===== src/rtl/t05_arb_pkg.sv =====
// t05_arb_pkg -- shared types for the SRAM arbiter slice.
//   arb_state_t : transaction FSM states (IDLE, ISSUE, WAIT_START, WAIT_END, DONE)
//   idx_width() : width of a client index; never below one bit so a
//                 single-client build still has a legal index vector.
package t05_arb_pkg;

  typedef enum logic [2:0] {
    IDLE,
    ISSUE,
    WAIT_START,
    WAIT_END,
    DONE
  } arb_state_t;

  function automatic int idx_width(input int n);
    return (n > 1) ? $clog2(n) : 1;
  endfunction

endpackage


===== src/rtl/t05_rr_grant.sv =====
// t05_rr_grant -- combinational round-robin grant selection.
// Searches the request vector starting one position after the previously
// granted client and wrapping from NUM_CLIENTS-1 back to 0, so the client
// just served has the lowest priority on the next decision.
// Ports:
//   req         : per-client request vector
//   last        : index of the most recently granted client
//   grant       : one-hot grant (all zero when nobody requests)
//   grant_idx   : binary index of the granted client
//   grant_valid : at least one request is present
module t05_rr_grant
  import t05_arb_pkg::*;
#(
  parameter int NUM_CLIENTS = 6,
  parameter int IDX_W       = idx_width(NUM_CLIENTS)
) (
  input  logic [NUM_CLIENTS-1:0] req,
  input  logic [IDX_W-1:0]       last,
  output logic [NUM_CLIENTS-1:0] grant,
  output logic [IDX_W-1:0]       grant_idx,
  output logic                   grant_valid
);

  logic [IDX_W-1:0] cand_idx;

  // Walk the candidates in priority order; the first requester wins.
  always_comb begin
    grant       = '0;
    grant_idx   = '0;
    grant_valid = 1'b0;
    cand_idx    = '0;
    for (int i = 1; i <= NUM_CLIENTS; i++) begin
      cand_idx = IDX_W'((int'(last) + i) % NUM_CLIENTS);
      if (!grant_valid && req[cand_idx]) begin
        grant_valid     = 1'b1;
        grant_idx       = cand_idx;
        grant[cand_idx] = 1'b1;
      end
    end
  end

endmodule


===== src/rtl/t05_sram_arbiter.sv =====
// t05_sram_arbiter -- round-robin arbiter sharing one SRAM bus manager
// between NUM_CLIENTS requesting stages.
// A transaction is IDLE -> ISSUE -> WAIT_START -> WAIT_END -> DONE; the
// winner's command is latched at grant time and held until DONE.
// Optional build macro: T05_ARB_TIMEOUT_EN adds a wait-time watchdog that
// ends a stuck transaction with an err_o pulse instead of done_o.
// Ports:
//   clk, rst_n             : clock, asynchronous active-low reset
//   req_i/we_i             : per-client request (held until done) and write flag
//   addr_i/wdata_i/sel_i   : per-client command fields, packed client 0 at LSB
//   done_o/err_o           : one-cycle completion / timeout pulse to the owner
//   rdata_o                : read data latched at the end of a read
//   write_o/read_o         : one-cycle command strobe to the bus manager
//   addr_o/sel_o/data_o    : latched command fields to the bus manager
//   data_i/busy_i          : bus-manager read data and busy
module t05_sram_arbiter
  import t05_arb_pkg::*;
#(
  parameter int NUM_CLIENTS = 6,
  parameter int ADDR_W      = 32,
  parameter int DATA_W      = 32,
  parameter int TIMEOUT_CYC = 255
) (
  input  logic                            clk,
  input  logic                            rst_n,
  input  logic [NUM_CLIENTS-1:0]          req_i,
  input  logic [NUM_CLIENTS-1:0]          we_i,
  input  logic [NUM_CLIENTS*ADDR_W-1:0]   addr_i,
  input  logic [NUM_CLIENTS*DATA_W-1:0]   wdata_i,
  input  logic [NUM_CLIENTS*DATA_W/8-1:0] sel_i,
  output logic [NUM_CLIENTS-1:0]          done_o,
  output logic [DATA_W-1:0]               rdata_o,
  output logic [NUM_CLIENTS-1:0]          err_o,
  output logic                            write_o,
  output logic                            read_o,
  output logic [ADDR_W-1:0]               addr_o,
  output logic [DATA_W/8-1:0]             sel_o,
  output logic [DATA_W-1:0]               data_o,
  input  logic [DATA_W-1:0]               data_i,
  input  logic                            busy_i
);

  localparam int IDX_W = idx_width(NUM_CLIENTS);
  localparam int SEL_W = DATA_W / 8;

  arb_state_t state_q, state_d;

  // last_q doubles as the round-robin pointer and the current owner index.
  logic [IDX_W-1:0]       last_q;
  logic                   we_q;
  logic [ADDR_W-1:0]      addr_q;
  logic [DATA_W-1:0]      wdata_q;
  logic [SEL_W-1:0]       sel_q;
  logic [DATA_W-1:0]      rdata_q;

  logic [NUM_CLIENTS-1:0] gnt;
  logic [IDX_W-1:0]       gnt_idx;
  logic                   gnt_valid;
  logic                   start;

  logic                   we_mux;
  logic [ADDR_W-1:0]      addr_mux;
  logic [DATA_W-1:0]      wdata_mux;
  logic [SEL_W-1:0]       sel_mux;

  logic                   timeout_hit;
  logic                   to_take;
  logic                   to_q;

  t05_rr_grant #(
    .NUM_CLIENTS(NUM_CLIENTS),
    .IDX_W      (IDX_W)
  ) u_rr_grant (
    .req        (req_i),
    .last       (last_q),
    .grant      (gnt),
    .grant_idx  (gnt_idx),
    .grant_valid(gnt_valid)
  );

  assign start = (state_q == IDLE) && gnt_valid;

  // One-hot select of the winning client's command fields.
  always_comb begin
    we_mux    = 1'b0;
    addr_mux  = '0;
    wdata_mux = '0;
    sel_mux   = '0;
    for (int i = 0; i < NUM_CLIENTS; i++) begin
      if (gnt[i]) begin
        we_mux    = we_i[i];
        addr_mux  = addr_i[i*ADDR_W +: ADDR_W];
        wdata_mux = wdata_i[i*DATA_W +: DATA_W];
        sel_mux   = sel_i[i*SEL_W +: SEL_W];
      end
    end
  end

`ifdef T05_ARB_TIMEOUT_EN
  localparam int CNT_W = $clog2(TIMEOUT_CYC + 1);

  logic [CNT_W-1:0] cnt_q;
  logic             in_wait;

  assign in_wait     = (state_q == WAIT_START) || (state_q == WAIT_END);
  assign timeout_hit = in_wait && (cnt_q == CNT_W'(TIMEOUT_CYC - 1));
  // A normal completion in the same cycle as the timeout wins.
  assign to_take     = timeout_hit && !((state_q == WAIT_END) && !busy_i);

  // Wait counter runs only while waiting on the bus manager; to_q marks the
  // transaction as timed out so DONE pulses err_o rather than done_o.
  always_ff @(posedge clk or negedge rst_n) begin
    if (!rst_n) begin
      cnt_q <= '0;
      to_q  <= 1'b0;
    end else begin
      if (in_wait) cnt_q <= cnt_q + CNT_W'(1);
      else         cnt_q <= '0;
      if (state_q == ISSUE) to_q <= 1'b0;
      else if (to_take)     to_q <= 1'b1;
    end
  end
`else
  assign timeout_hit = 1'b0;
  assign to_take     = 1'b0;
  assign to_q        = 1'b0;
`endif

  // Next-state logic. ISSUE always spends exactly one cycle, so an early
  // busy_i still leaves one cycle in WAIT_START.
  always_comb begin
    state_d = state_q;
    unique case (state_q)
      IDLE:       if (gnt_valid) state_d = ISSUE;
      ISSUE:      state_d = WAIT_START;
      WAIT_START: begin
        if (timeout_hit) state_d = DONE;
        else if (busy_i) state_d = WAIT_END;
      end
      WAIT_END:   if (!busy_i || to_take) state_d = DONE;
      DONE:       state_d = IDLE;
      default:    state_d = IDLE;
    endcase
  end

  // Command strobes and owner pulses decode from the current state only.
  always_comb begin
    write_o = (state_q == ISSUE) && we_q;
    read_o  = (state_q == ISSUE) && !we_q;
    done_o  = '0;
    err_o   = '0;
    if (state_q == DONE) begin
      if (to_q) err_o[last_q]  = 1'b1;
      else      done_o[last_q] = 1'b1;
    end
  end

  // State register, grant pointer and command/read-data latches.
  always_ff @(posedge clk or negedge rst_n) begin
    if (!rst_n) begin
      state_q <= IDLE;
      last_q  <= IDX_W'(NUM_CLIENTS - 1);
      we_q    <= 1'b0;
      addr_q  <= '0;
      wdata_q <= '0;
      sel_q   <= '0;
      rdata_q <= '0;
    end else begin
      state_q <= state_d;
      if (start) begin
        last_q  <= gnt_idx;
        we_q    <= we_mux;
        addr_q  <= addr_mux;
        wdata_q <= wdata_mux;
        sel_q   <= sel_mux;
      end
      if ((state_q == WAIT_END) && !busy_i && !we_q) rdata_q <= data_i;
    end
  end

  assign addr_o  = addr_q;
  assign data_o  = wdata_q;
  assign sel_o   = sel_q;
  assign rdata_o = rdata_q;

endmodule


===== config.mk =====
export PLATFORM = sky130hd
export DESIGN_NAME = t05_sram_arbiter
export DESIGN_NICKNAME = d
export VERILOG_FILES = /design/src/rtl/t05_arb_pkg.sv /design/src/rtl/t05_rr_grant.sv /design/src/rtl/t05_sram_arbiter.sv
export SDC_FILE = /design/constraint.sdc
export NUM_CORES = 1
export LEC_CHECK = 0
export CORE_AREA = 5 5 217 219
export CTS_BUF_LIST = sky130_fd_sc_hd__clkbuf_16
export CTS_CLUSTER_DIAMETER = 150
export CTS_CLUSTER_SIZE = 20
export DETAILED_ROUTE_END_ITERATION = 12
export DIE_AREA = 0 0 222 224
export PLACE_DENSITY_LB_ADDON = 0.2
export SYNTH_ARGS = -nofsm -noshare
export SYNTH_HDL_FRONTEND = slang
export SYNTH_SLANG_ARGS = --single-unit

===== constraint.sdc =====
create_clock -name clk -period 11.59 [get_ports clk]
set_clock_uncertainty 0.15 [all_clocks]
set_input_delay 1.7385 -clock clk [delete_from_list [all_inputs] [get_ports clk]]
set_output_delay 1.7385 -clock clk [all_outputs]
set_load 0.05 [all_outputs]

Yosys cells after proc, flatten, opt, wreduce, memory -nomap -nowiden
Cells that the tools add are included.
Widths: inputs -> output; s select.
- add/subtract/negate cells: 6
- multiply operators: 0
- divide/modulo/power cells: 6
- order comparisons: 14
- eq/ne operators: 7
- shifts and indexed selects: 0
- multiplexer cells: 73
- bitwise logic cells: 5
- reduce and logical (&&, ||, !) cells: 26
- operators with widths (operator ; number):
    $mux 32 ; 12
    $mod 32x4->32 const B ; 6
    $mux 6 ; 7
    $or 6x6->6 ; 5
    $lt 3x4->1 const B ; 7
    $mux 3 ; 9
    $mux 1 ; 25
    $mux 4 ; 6
    $demux 1 s3 ; 7
    $ge 3x1->1 const B ; 7
    $bmux 1 s3 ; 6
    $logic_and 1x1->1 ; 17
    $add 3x3->4 const B ; 3
    $pmux 3 s4 ; 1
    $add 3x2->4 const B ; 2
    $logic_not 1->1 ; 7
    $eq 3x2->1 const B ; 2
    $ne 2x2->1 const B ; 3
    $add 3x1->4 const B ; 1
    $eq 3x1->1 const B ; 1
    $eq 3x3->1 const B ; 1
    $logic_not 3->1 ; 1
    $reduce_and 3->1 ; 1
- flip-flop bits (word level): 107
- latch bits: 0
- memory bits (writable): 0
- ROM bits: 0
- input bits: 455
- output and inout bits: 114
- word-level logic and storage cells: 144
- memories: 0

Logic depth before layout (Yosys ltp)
Gate-level depths: netlist of the first run.
- depth in word-level cells: 26
- depth in mapped cells: 20
- depth with buffers taken out: 14

Hierarchy
A second synthesis of the first run with hierarchy kept.
- cell total of the unflattened synthesis: 983
- area total of the unflattened synthesis: 8690.8 sq um
- by module, submodules not included (module ; times used ; cells each ; area an instance (sq um) ; sequential area each (sq um)):
    t05_sram_arbiter ; 1 ; 831 ; 7485.9 ; 2680.1
    t05_rr_grant ; 1 ; 152 ; 1204.9 ; 0.0

Least setup slack after synthesis of the first run
No wires, ideal clock.
- path kind: reg-to-reg
- from: reg last_q[0]
- to: reg wdata_q[10] (netlist: data_o[10])
- setup time: 79 ps
- arrival: 4802 ps
- required time: 11361 ps
- path slack: 6559 ps
- cell stages (with the launch flop): 20
- buffers on the path: 6
- clock period less this slack: 5031 ps
- cells stage by stage: dfstp_2 > buf_2 > buf_2 > clkinv_1 > clkbuf_1 > clkbuf_1 > ha_1 > xnor2_1 > ha_1 > inv_1 > a311o_1 > a21oi_1 > a311o_1 > or4_1 > a31oi_1 > buf_4 > clkbuf_1 > a221oi_1 > nor3_1 > a2bb2oi_1
- longest elaborated chain between the ends: 26
- elaborated cells on any way between the ends: 88
- those cells by class: 6 x add/sub; 6 x div; 12 x order compare; 42 x mux; 5 x bitwise; 17 x reduce/logical
- RTL lines (item ; RTL line ; text):
    from (decl) ; t05_sram_arbiter.sv:49 ; logic [IDX_W-1:0] last_q;
    from (signal assigned) ; t05_sram_arbiter.sv:162 ; last_q <= IDX_W'(NUM_CLIENTS - 1);
    from (signal assigned) ; t05_sram_arbiter.sv:171 ; last_q <= gnt_idx;
    parallel branches: the longest is 26 deep, another holds $mod 32x4->32 ; n/a ;
    to (signal assigned) ; t05_sram_arbiter.sv:174 ; wdata_q <= wdata_mux;
    to (decl) ; t05_sram_arbiter.sv:52 ; logic [DATA_W-1:0] wdata_q;
Several ways; the timed one is not identified. The select of a mux whose other input is x is not followed.
A chain may end at the register's enable or synchronous reset.

Worst setup path in the final report of the first run
- from: reg last_q[0]
- to: reg addr_q[19] (netlist: addr_o[19])
- longest elaborated chain between the ends: 26
- elaborated cells on any way between the ends: 88
- those cells by class: 6 x add/sub; 6 x div; 12 x order compare; 42 x mux; 5 x bitwise; 17 x reduce/logical
- RTL lines (item ; RTL line ; text):
    parallel branches: the longest is 26 deep, another holds $mod 32x4->32 ; n/a ;
    to (signal assigned) ; t05_sram_arbiter.sv:173 ; addr_q <= addr_mux;
    to (decl) ; t05_sram_arbiter.sv:51 ; logic [ADDR_W-1:0] addr_q;
Several ways; the timed one is not identified. The select of a mux whose other input is x is not followed.

==> results of run 1 <==
[power by group through the flow]
stage / clock [mW] / sequential [mW] / combinational, mW
2_1_floorplan: 0 / 1.29 / 3.55
6_report: 0.346 / 0.723 / 5.90
3_5_place_dp: 0 / 0.729 / 5.90
4_1_cts: 0.357 / 0.722 / 5.91
5_1_grt: 0.366 / 0.749 / 6.31
3_3_place_gp: 0 / 0.722 / 5.84
[stage by stage]
stage | worst slack [ns] | instances | hold WS (ns)
after global placement | 5.167 | 2199 | 0.3387
after CTS | 5.069 | 2215 | 0.3639
final | 4.984 | 2229 | 0.3603
after floorplan | 6.559 | 1182 | 0.3762
after detailed placement | 5.114 | 2199 | 0.3454
after global routing | 4.671 | 2224 | 0.3718
[logic make-up (layout without fill, tap and decap cells)]
group	count (synthesis)	count (layout)	synth area share
xor gates and xnor gates	5	5	0.005040
buffers and inverters	172	605	0.07117
DFF	107	107	0.2633
AOI/OAI and AO/OA	548	548	0.4594
muxes	44	44	0.04794
adders and majority gates	15	15	0.01844
other	1	20	0.0003684
and+or+nand+nor	285	285	0.1344
[cell type report]
type,count,area [sq um]
timing repair buffer,582,5773
clock inverter,7,63.81
sequential,107,2684
fill,4519,28440
inverter,7,28.78
antenna,14,35.03
clock buffer,9,225.2
tap,600,750.7
multi-input combinational,903,6895
[routing by layer]
layer | track usage | vias to the layer above
met5 | 0 | -
met4 | 0.06880 | 10
met3 | 0.07574 | 94
li1 | - | 5944
met2 | 0.3983 | 790
met1 | 0.2899 | 6764
[registers in the layout (all words and copies together) (netlist names)]
signal,count
we_q,1
rdata_o,32
sel_o,4
data_o,32
last_q,3
state_q,3
addr_o,32
[worst max path at each step]
stage | cells after the start | from | to | slack, ns
2_1_floorplan | 19 | last_q[0] | data_o[10] | 6.56
3_5_place_dp | 15 | last_q[0] | sel_o[2] | 5.11
3_3_place_gp | 15 | last_q[0] | addr_o[8] | 5.17
5_1_grt | 15 | last_q[0] | addr_o[1] | 4.67
6_report | 16 | last_q[0] | addr_o[19] | 4.98
4_1_cts | 15 | last_q[0] | sel_o[2] | 5.07
[cells in the mapped netlist (3+ instances only)]
cell       instances
a221oi_1         276
clkbuf_1         116
dfrtp_1          105
nand2_1           93
nand3_1           73
nor3_1            73
o211ai_1          73
a2bb2oi_1         70
o221ai_1          70
mux2_2            38
buf_2             36
ha_1              15
nor2_1            12
a21oi_1            9
buf_4              7
nand2b_1           7
mux2i_1            6
o21ai_0            6
buf_1              5
inv_1              5
a21o_1             4
and3_1             4
xnor2_1            4
a211oi_1           3
a31oi_1            3
a41oi_1            3
and2_1             3
nand3b_1           3
o21ai_1            3
==> reports/results.tsv, run 1 <==
metric	value	unit
root_buffer	clkbuf_16	
rows	78	
fmax	151.4	MHz
power.total	6.973	mW
tightestPinTransition	1.215	ns
r2r_slack	4.98	ns
synthFlopType	dfrtp_1	
fin_tns_setup	0	ns
p_sw	4.236	mW
postCtsSetupBuffers	0	
synthCells	1177	
crit_path_frequent_cell	buf_4	
worst_ep_required_time	11.76	ns
async_flop_share	1.000	
whs_path_depth	1	
dieHeight	224	microns
cap_violations	0	
ant_nets	0	
routed-wl-met3	5922	microns
hold_buffers	0	
fin_crit_sh	0.5700	
p_sw_frac	0.6074	
routabilityCongestion	0.8965	
peakVddDrop	0.0003515	V
fin_area	16460	sq um
numCtsBuffers	9	
ys_types	69	
clock-sinks	107	
yosysSeqAreaShare	0.2633	
hold_path.class	flip-flop to flip-flop	
antenna_found_initial	18	
pwr-share-seq	0.104	
layout.cells.most_common_list	clkdlybuf4s50_1 (561), a221oi_1 (276), dfrtp_1 (105), nand2_1 (91)	
routed.top_layer	met5	
power_density	423.7	nW/um^2
synth_area_leaders	dfrtp_1 (26%), a221oi_1 (24%), a2bb2oi_1 (6.0%)	
dr_wl_met2	30260	microns
via_count	13600	
drc_errors	0	
path_cells	buf_4, inv_4, ha_1, xnor2_1, ha_1, inv_1, a311o_1, a21oi_1, a311oi_2, nand4_2, o22ai_4, buf_4, buf_4, a221oi_1, o211ai_1, a2bb2oi_1	
die_x	222	microns
final_util	0.3666	
grt_util_all_layers	0.2359	
hpwl	43820	microns
wirelength	62550	microns
grt_pass1_vias	13110	
overflow	0	
drive_gt1_frac	0.06192	
startpoint_type	flip-flop	
htreeDepth	3	
end_kind	flip-flop	
crit_family	buffers and inverters	
combinationalPowerShare	0.847	
r2r_start	last_q[0]	
synth_area_per_cell	8.648	sq um
clk_pin_slew	0.09	ns
dieArea	49730	sq um
leakage	5.628	nW
slowest_stage	dfstp_4	
via_per_inst	6.102	
grt_pass1_wl	90950	microns
nets	2080	
ys_warn_count	0	
core_area	44890	sq um
critical-path-max-stage-delay	0.93	ns
wl_met1	24790	microns
crit_fanout	72	
drt-pass1-iter-count	5	
critical_path_class	flip-flop to flip-flop	
ioPinCount	569	
placed_area	16130	sq um
synth_edf_count	0	
synth_top_area_frac	0.2581	
yosysTopAreaCell	dfrtp_1	
cts_tree	done	
clock_power_share	0.050	
postCtsResizedCells	0	
grt_max_degree	99	
io_buffers	562	
r2r_cells	16	
final-hold-violation-count	0	
holdPathEnd	rdata_o[16]	
area_growth	61.67	%
synthesis.area	10180	sq um
wl_per_cell	28.06	microns
slew_headroom	0.1903	
path_buf_inv	5	
drv_slew	0	
clock_path_buffers	2	
start_util	0.2267	
drt_iter0_markers	1152	
clock_latency	0.39	ns
r2r-end	addr_o[19]	
internal_power	2.737	mW
layout_commonest_cell	clkdlybuf4s50_1	
cp.arrival	6.78	ns
hp-start	rdata_o[16]	
fin_crit	6.606	ns
finalSetupViolCount	0	
rsz0062_at_grt	no	
status	finished clean	
synth_seq_cells	107	
Note: power is estimated with default switching activity, not from simulation.
==> run 2, diff against run 1 <==
==> constraint.sdc (replaced) <==
create_clock -name clk -period 6.26 [get_ports clk]
set_clock_uncertainty 0.15 [all_clocks]
set_input_delay 0.939 -clock clk [delete_from_list [all_inputs] [get_ports clk]]
set_output_delay 0.939 -clock clk [all_outputs]
set_load 0.05 [all_outputs]
==> reports/results.tsv, run 2 (synthesis results as in run 1) <==
metric	value	unit	change
hpwl	45190	microns	was 43820 microns
via_per_inst	6.049		was 6.102
tightestPinTransition	1.091	ns	was 1.215 ns
finalSetupViolCount	0		unchanged
r2r-end	addr_o[4]		was addr_o[19]
power_density	786.8	nW/um^2	was 423.7 nW/um^2
start_util	0.2267		unchanged
fin_crit_sh	0.8601		was 0.5700
slew_headroom	0.2724		was 0.1903
peakVddDrop	0.0008512	V	was 0.0003515 V
postCtsSetupBuffers	0		unchanged
rsz0062_at_grt	no		unchanged
clock-sinks	107		unchanged
routabilityCongestion	0.8704		was 0.8965
fin_crit	5.384	ns	was 6.606 ns
status	finished clean		unchanged
postCtsResizedCells	0		unchanged
hold_buffers	0		unchanged
worst_ep_required_time	6.41	ns	was 11.76 ns
grt_pass1_vias	13190		was 13.11k
hold_slack	0.3634	ns	was 0.3603 ns
path_cells	buf_4, and2_1, ha_1, nand2b_1, o211a_1, or4_4, a2bb2oi_4, o221ai_1, a21oi_4, buf_4, o211ai_1, a2bb2oi_1		was buf_4, inv_4, ha_1, xnor2_1, ha_1, inv_1, a311o_1, a21oi_1, a311oi_2, nand4_2, o22ai_4, buf_4, buf_4, a221oi_1, o211ai_1, a2bb2oi_1
grt_pass1_wl	91870	microns	was 90950 microns
antenna_found_initial	13		was 18
crit_fanout	37		was 72
ioPinCount	569		unchanged
internal_power	5.301	mW	was 2.737 mW
pwr-share-seq	0.100		was 0.104
hold_path.class	flip-flop to flip-flop		unchanged
r2r_start	last_q[0]		unchanged
leakage	5.716	nW	was 5.628 nW
p_sw	7.791	mW	was 4.236 mW
cap_violations	0		unchanged
die_x	222	microns	unchanged
path_buf_inv	2		was 5
dieArea	49730	sq um	unchanged
slowest_stage	a21oi_4		was dfstp_4
grt_max_degree	140		was 99
p_sw_frac	0.5951		was 0.6074
end_kind	flip-flop		unchanged
drt-pass1-iter-count	5		unchanged
critical-path-max-stage-delay	0.79	ns	was 0.93 ns
layout_commonest_cell	clkdlybuf4s50_1		unchanged
drv_slew	0		unchanged
cts_tree	done		unchanged
drive_gt1_frac	0.06827		was 0.06192
power.total	13.09	mW	was 6.973 mW
r2r_slack	0.88	ns	was 4.98 ns
crit_path_frequent_cell	buf_4		unchanged
endpoint	addr_o[4]		was addr_o[19]
clock_path_buffers	2		unchanged
wirelength	63070	microns	was 62550 microns
overflow	0		unchanged
clock_power_share	0.050		about the same
grt_util_all_layers	0.2387		was 0.2359
startpoint_type	flip-flop		unchanged
critical_path_depth	12		was 16
r2r_cells	12		was 16
cp.arrival	5.53	ns	was 6.78 ns
ant_nets	0		unchanged
root_buffer	clkbuf_16		unchanged
drt_iter0_markers	1090		was 1152
crit_family	compound AO/OA/AOI/OAI gates		was buffers and inverters
combinationalPowerShare	0.850		was 0.847
nets	2091		was 2080
core_area	44890	sq um	unchanged
clk_pin_slew	0.11	ns	was 0.09 ns
fin_tns_setup	0	ns	unchanged
layout.cells.most_common_list	clkdlybuf4s50_1 (561), a221oi_1 (276), dfrtp_1 (105), nand2_1 (91)		unchanged
clock_latency	0.41	ns	was 0.39 ns
crit_path_start	last_q[0]		unchanged
dieHeight	224	microns	unchanged
final-hold-violation-count	0		unchanged
rows	78		unchanged
critical_path_class	flip-flop to flip-flop		unchanged
area_growth	63.47	%	was 61.67%
fmax	185.7	MHz	was 151.4 MHz
numCtsBuffers	9		unchanged
wl_per_cell	28.24	microns	was 28.06 microns
io_buffers	562		unchanged
htreeDepth	3		unchanged
drc_errors	0		unchanged
via_count	13510		was 13.60k
==> run 2: changes by cell type in the layout (fill, tap and decap cells not counted) <==
cell / change
inv_6: -2
buf_12: +7
clkinv_4: -2
buf_4: +4
clkinv_8: +4
diode_2: -7
==> run 2: per-layer routing <==
metal  GRT usage  wire length (microns)
met5           0                     74
met4     0.06801                   1517
met3     0.07207                   5405
met2      0.4148                  31190
met1      0.2871                  24880
==> run 2: through the flow <==
| stage | instances | setup WS [ns] | cell area (sq um) | utilization |
|---|---|---|---|---|
| 6_report | 2233 | 0.8756 | 16640 | 0.3706 |
| 5_1_grt | 2232 | 0.5855 | 16640 | 0.3706 |
| 4_1_cts | 2226 | 0.8272 | 16620 | 0.3702 |
| 3_5_place_dp | 2210 | 0.8488 | 16300 | 0.3631 |
| 3_3_place_gp | 2210 | 0.9388 | 16300 | 0.3631 |
| 2_1_floorplan | 1182 | 1.229 | 10200 | - |
==> run 2: worst min-delay path by stage <==
stage / startpoint / cells past startpoint / slack [ns] / to
global route: rdata_o[1] / 1 / 0.38 / rdata_o[1]
global placement: rdata_o[16] / 1 / 0.34 / rdata_o[16]
finish: rdata_o[13] / 1 / 0.36 / rdata_o[13]
CTS: rdata_o[13] / 1 / 0.37 / rdata_o[13]
detailed placement: rdata_o[13] / 1 / 0.35 / rdata_o[13]
floorplan: we_q / 2 / 0.38 / we_q
==> run 2: layout make-up <==
type                       instances  area (sq um)
sequential                       107          2684
tap                              600         750.7
timing repair buffer             593          5943
fill                            4564         28250
inverter                           7         28.78
antenna                            7         17.52
clock buffer                       9         225.2
clock inverter                     7         93.84
multi-input combinational        903          6895
==> run 2: power groups by stage <==
stage / logic (mW) / clock network, mW / registers, mW
global placement: 11.1 / 0 / 1.31
CTS: 11.1 / 0.690 / 1.31
finish: 11.1 / 0.661 / 1.31
global route: 11.9 / 0.706 / 1.35
detailed placement: 11.1 / 0 / 1.32
floorplan: 6.57 / 0 / 2.38
==> run 3, diff against run 2 <==
--- a/config.mk
+++ b/config.mk
@@ -5,13 +5,15 @@
 export SDC_FILE = /design/constraint.sdc
 export NUM_CORES = 1
 export LEC_CHECK = 0
-export CORE_AREA = 5 5 217 219
+export ABC_AREA = 1
+export CORE_AREA = 5 5 220 222
 export CTS_BUF_LIST = sky130_fd_sc_hd__clkbuf_16
 export CTS_CLUSTER_DIAMETER = 150
-export CTS_CLUSTER_SIZE = 20
+export CTS_CLUSTER_SIZE = 28
 export DETAILED_ROUTE_END_ITERATION = 12
-export DIE_AREA = 0 0 222 224
+export DIE_AREA = 0 0 225 227
 export PLACE_DENSITY_LB_ADDON = 0.2
+export SLEW_MARGIN = 20
 export SYNTH_ARGS = -nofsm -noshare
 export SYNTH_HDL_FRONTEND = slang
 export SYNTH_SLANG_ARGS = --single-unit
==> reports/results.tsv, run 3 <==
metric	value	unit	change
status	finished clean		unchanged
synth_area_leaders	dfrtp_1 (28%), a21oi_1 (19%), nand2_1 (18%)		was dfrtp_1 (26%), a221oi_1 (24%), a2bb2oi_1 (6.0%)
clock_path_buffers	2		unchanged
overflow	0		unchanged
core_area	46160	sq um	was 44890 sq um
synth_area_per_cell	6.160	sq um	was 8.648 sq um
cts_tree	done		unchanged
fin_crit_sh	0.8271		was 0.8601
routed.top_layer	met5		unchanged
synthesis.area	9369	sq um	was 10180 sq um
crit_fanout	42		was 37
ioPinCount	569		unchanged
cap_violations	0		unchanged
routed-wl-met3	4477	microns	was 5405 microns
start_util	0.2030		was 0.2267
hold_path.class	flip-flop to flip-flop		unchanged
die_x	225	microns	was 222 microns
fin_tns_setup	0	ns	unchanged
area_growth	68.24	%	was 63.47%
startpoint_type	flip-flop		unchanged
synth_edf_count	0		unchanged
root_buffer	clkbuf_16		unchanged
cp.arrival	5.34	ns	was 5.53 ns
dpl.cell_count	2604		was 2210
synth_seq_cells	107		unchanged
hold_buffers	0		unchanged
tightestPinTransition	1.042	ns	was 1.091 ns
fin_crit	5.178	ns	was 5.384 ns
rsz0062_at_grt	no		unchanged
dieArea	51080	sq um	was 49730 sq um
clock-sinks	107		unchanged
grt_util_all_layers	0.2005		was 0.2387
hpwl	39780	microns	was 45190 microns
layout_commonest_cell	clkdlybuf4s50_1		unchanged
async_flop_share	1.000		unchanged
rows	79		was 78
synthFlopType	dfrtp_1		unchanged
clk_pin_slew	0.09	ns	was 0.11 ns
synthTopCellsByCount	nand2_1 (437), a21oi_1 (349), nor2_1 (171), inv_1 (112), dfrtp_1 (105)		was a221oi_1 (276), clkbuf_1 (116), dfrtp_1 (105), nand2_1 (93)
slowest_stage	dfstp_2		was a21oi_4
final-hold-violation-count	0		unchanged
ys_types	44		was 69
wirelength	53900	microns	was 63070 microns
wl_met1	20870	microns	was 24880 microns
via_per_inst	4.567		was 6.049
drv_slew	0		unchanged
drt_iter0_markers	547		was 1090
drive_gt1_frac	0.05961		was 0.06827
via_count	12000		was 13.51k
drc_errors	0		unchanged
ant_nets	0		unchanged
postCtsSetupBuffers	0		unchanged
yosysMostFrequentCell	nand2_1		was a221oi_1
final_cells	2628		was 2233
yosysTopAreaCell	dfrtp_1		unchanged
fmax	193.1	MHz	was 185.7 MHz
synth_top_area_frac	0.2804		was 0.2581
finalSetupViolCount	0		unchanged
routabilityCongestion	0.9509		was 0.8704
layout.cells.most_common_list	clkdlybuf4s50_1 (561), nand2_1 (436), a21oi_1 (349), nor2_1 (171), inv_1 (112)		was clkdlybuf4s50_1 (561), a221oi_1 (276), dfrtp_1 (105), nand2_1 (91)
htreeDepth	3		unchanged
drt-pass1-iter-count	5		unchanged
wl_per_cell	20.51	microns	was 28.24 microns
ys_warn_count	0		unchanged
grt_pass1_wl	77910	microns	was 91870 microns
slew_headroom	0.3056		was 0.2724
nets	2478		was 2091
grt_max_degree	89		was 140
io_buffers	562		unchanged
critical-path-max-stage-delay	0.89	ns	was 0.79 ns
dieHeight	227	microns	was 224 microns
yosysSeqAreaShare	0.2861		was 0.2633
synthCells	1521		was 1177
crit_path_frequent_cell	nand2_1		was buf_4
dr_wl_met2	27110	microns	was 31190 microns
postCtsResizedCells	0		unchanged
worst_ep_required_time	6.43	ns	was 6.41 ns
end_kind	flip-flop		unchanged
critical_path_class	flip-flop to flip-flop		unchanged
grt_pass1_vias	12530		was 13.19k
clock_latency	0.39	ns	was 0.41 ns
numCtsBuffers	9		unchanged
antenna_found_initial	11		was 13
==> run 3: cell count changes after synthesis, sizes merged, moves of 22 or more <==
cell / previous run / this run
a221oi: 276 / 0
nand3: 73 / 103
inv: 6 / 122
a2bb2oi: 71 / 0
o211ai: 73 / 2
nand2: 93 / 453
clkbuf: 116 / 37
nor2: 12 / 178
nor3: 73 / 5
o221ai: 71 / 0
buf: 49 / 71
a21oi: 9 / 352
==> run 3: worst paths after layout <==
check	endpoint	depth (start not counted)	from	slack, ns
max	data_o[1]	25	last_q[0]	1.08
min	rdata_o[16]	1	rdata_o[16]	0.36
max reg2reg	data_o[1]	25	last_q[0]	1.08
min reg2reg	rdata_o[16]	1	rdata_o[16]	0.36
max in group asynchronous	rdata_o[21]	2	rst_n	4.06
min in group asynchronous	sel_o[0]	1	rst_n	0.42
==> run 3: routing by layer <==
| layer | up-vias | GRT usage |
|---|---|---|
| met5 | - | 0 |
| li1 | 5911 | - |
| met3 | 70 | 0.06422 |
| met1 | 5529 | 0.2285 |
| met4 | 10 | 0.06227 |
| met2 | 482 | 0.3584 |
==> run 3: cells by family (layout without fill, tap and decap cells) <==
logic type      after synthesis  after routing  synth area share
other cells                   1             14         0.0004003
xor+xnor                      3              3          0.002805
buf+inv                     230            717            0.1084
flops                       107            107            0.2861
simple gates                754            754            0.3351
mux                          32             32           0.03846
compound gates              379            379            0.2087
fa+ha+maj                    15             15           0.02003
==> run 3: layout make-up <==
class	instances	area [sq um]
diodes	8	20.02
clock buffers	9	225.2
clock inverters	7	93.84
fillers	5030	30400
inverters	122	460.4
multi-input cells	1189	5761
flip-flops and latches	107	2680
well taps	607	759.5
repair buffers	579	5763
==> run 3: metrics by stage <==
step           area, sq um  hold WS [ns]  utilization  setup slack, ns
3_5_place_dp         15420        0.3419       0.3341            1.103
4_1_cts              15740        0.3628       0.3410            1.071
6_report             15760        0.3578       0.3415            1.082
2_1_floorplan         9388        0.3434            -            2.220
3_3_place_gp         15420        0.3370       0.3341            1.252
5_1_grt              15750        0.3740       0.3413           0.6643
==> run 3: worst max-delay path: cells and delay by family (launching register included) <==
kind,cells,cell delay (ns)
DFF,1,0.89
and+or+nand+nor,18,1.86
AOI/OAI and AO/OA,2,0.35
buffers and inverters,3,1.24
adders and majority gates,2,0.58
Power of run 3 is not shown: default switching activity piles up to over one toggle a cycle in this logic, so the estimate is an artifact.
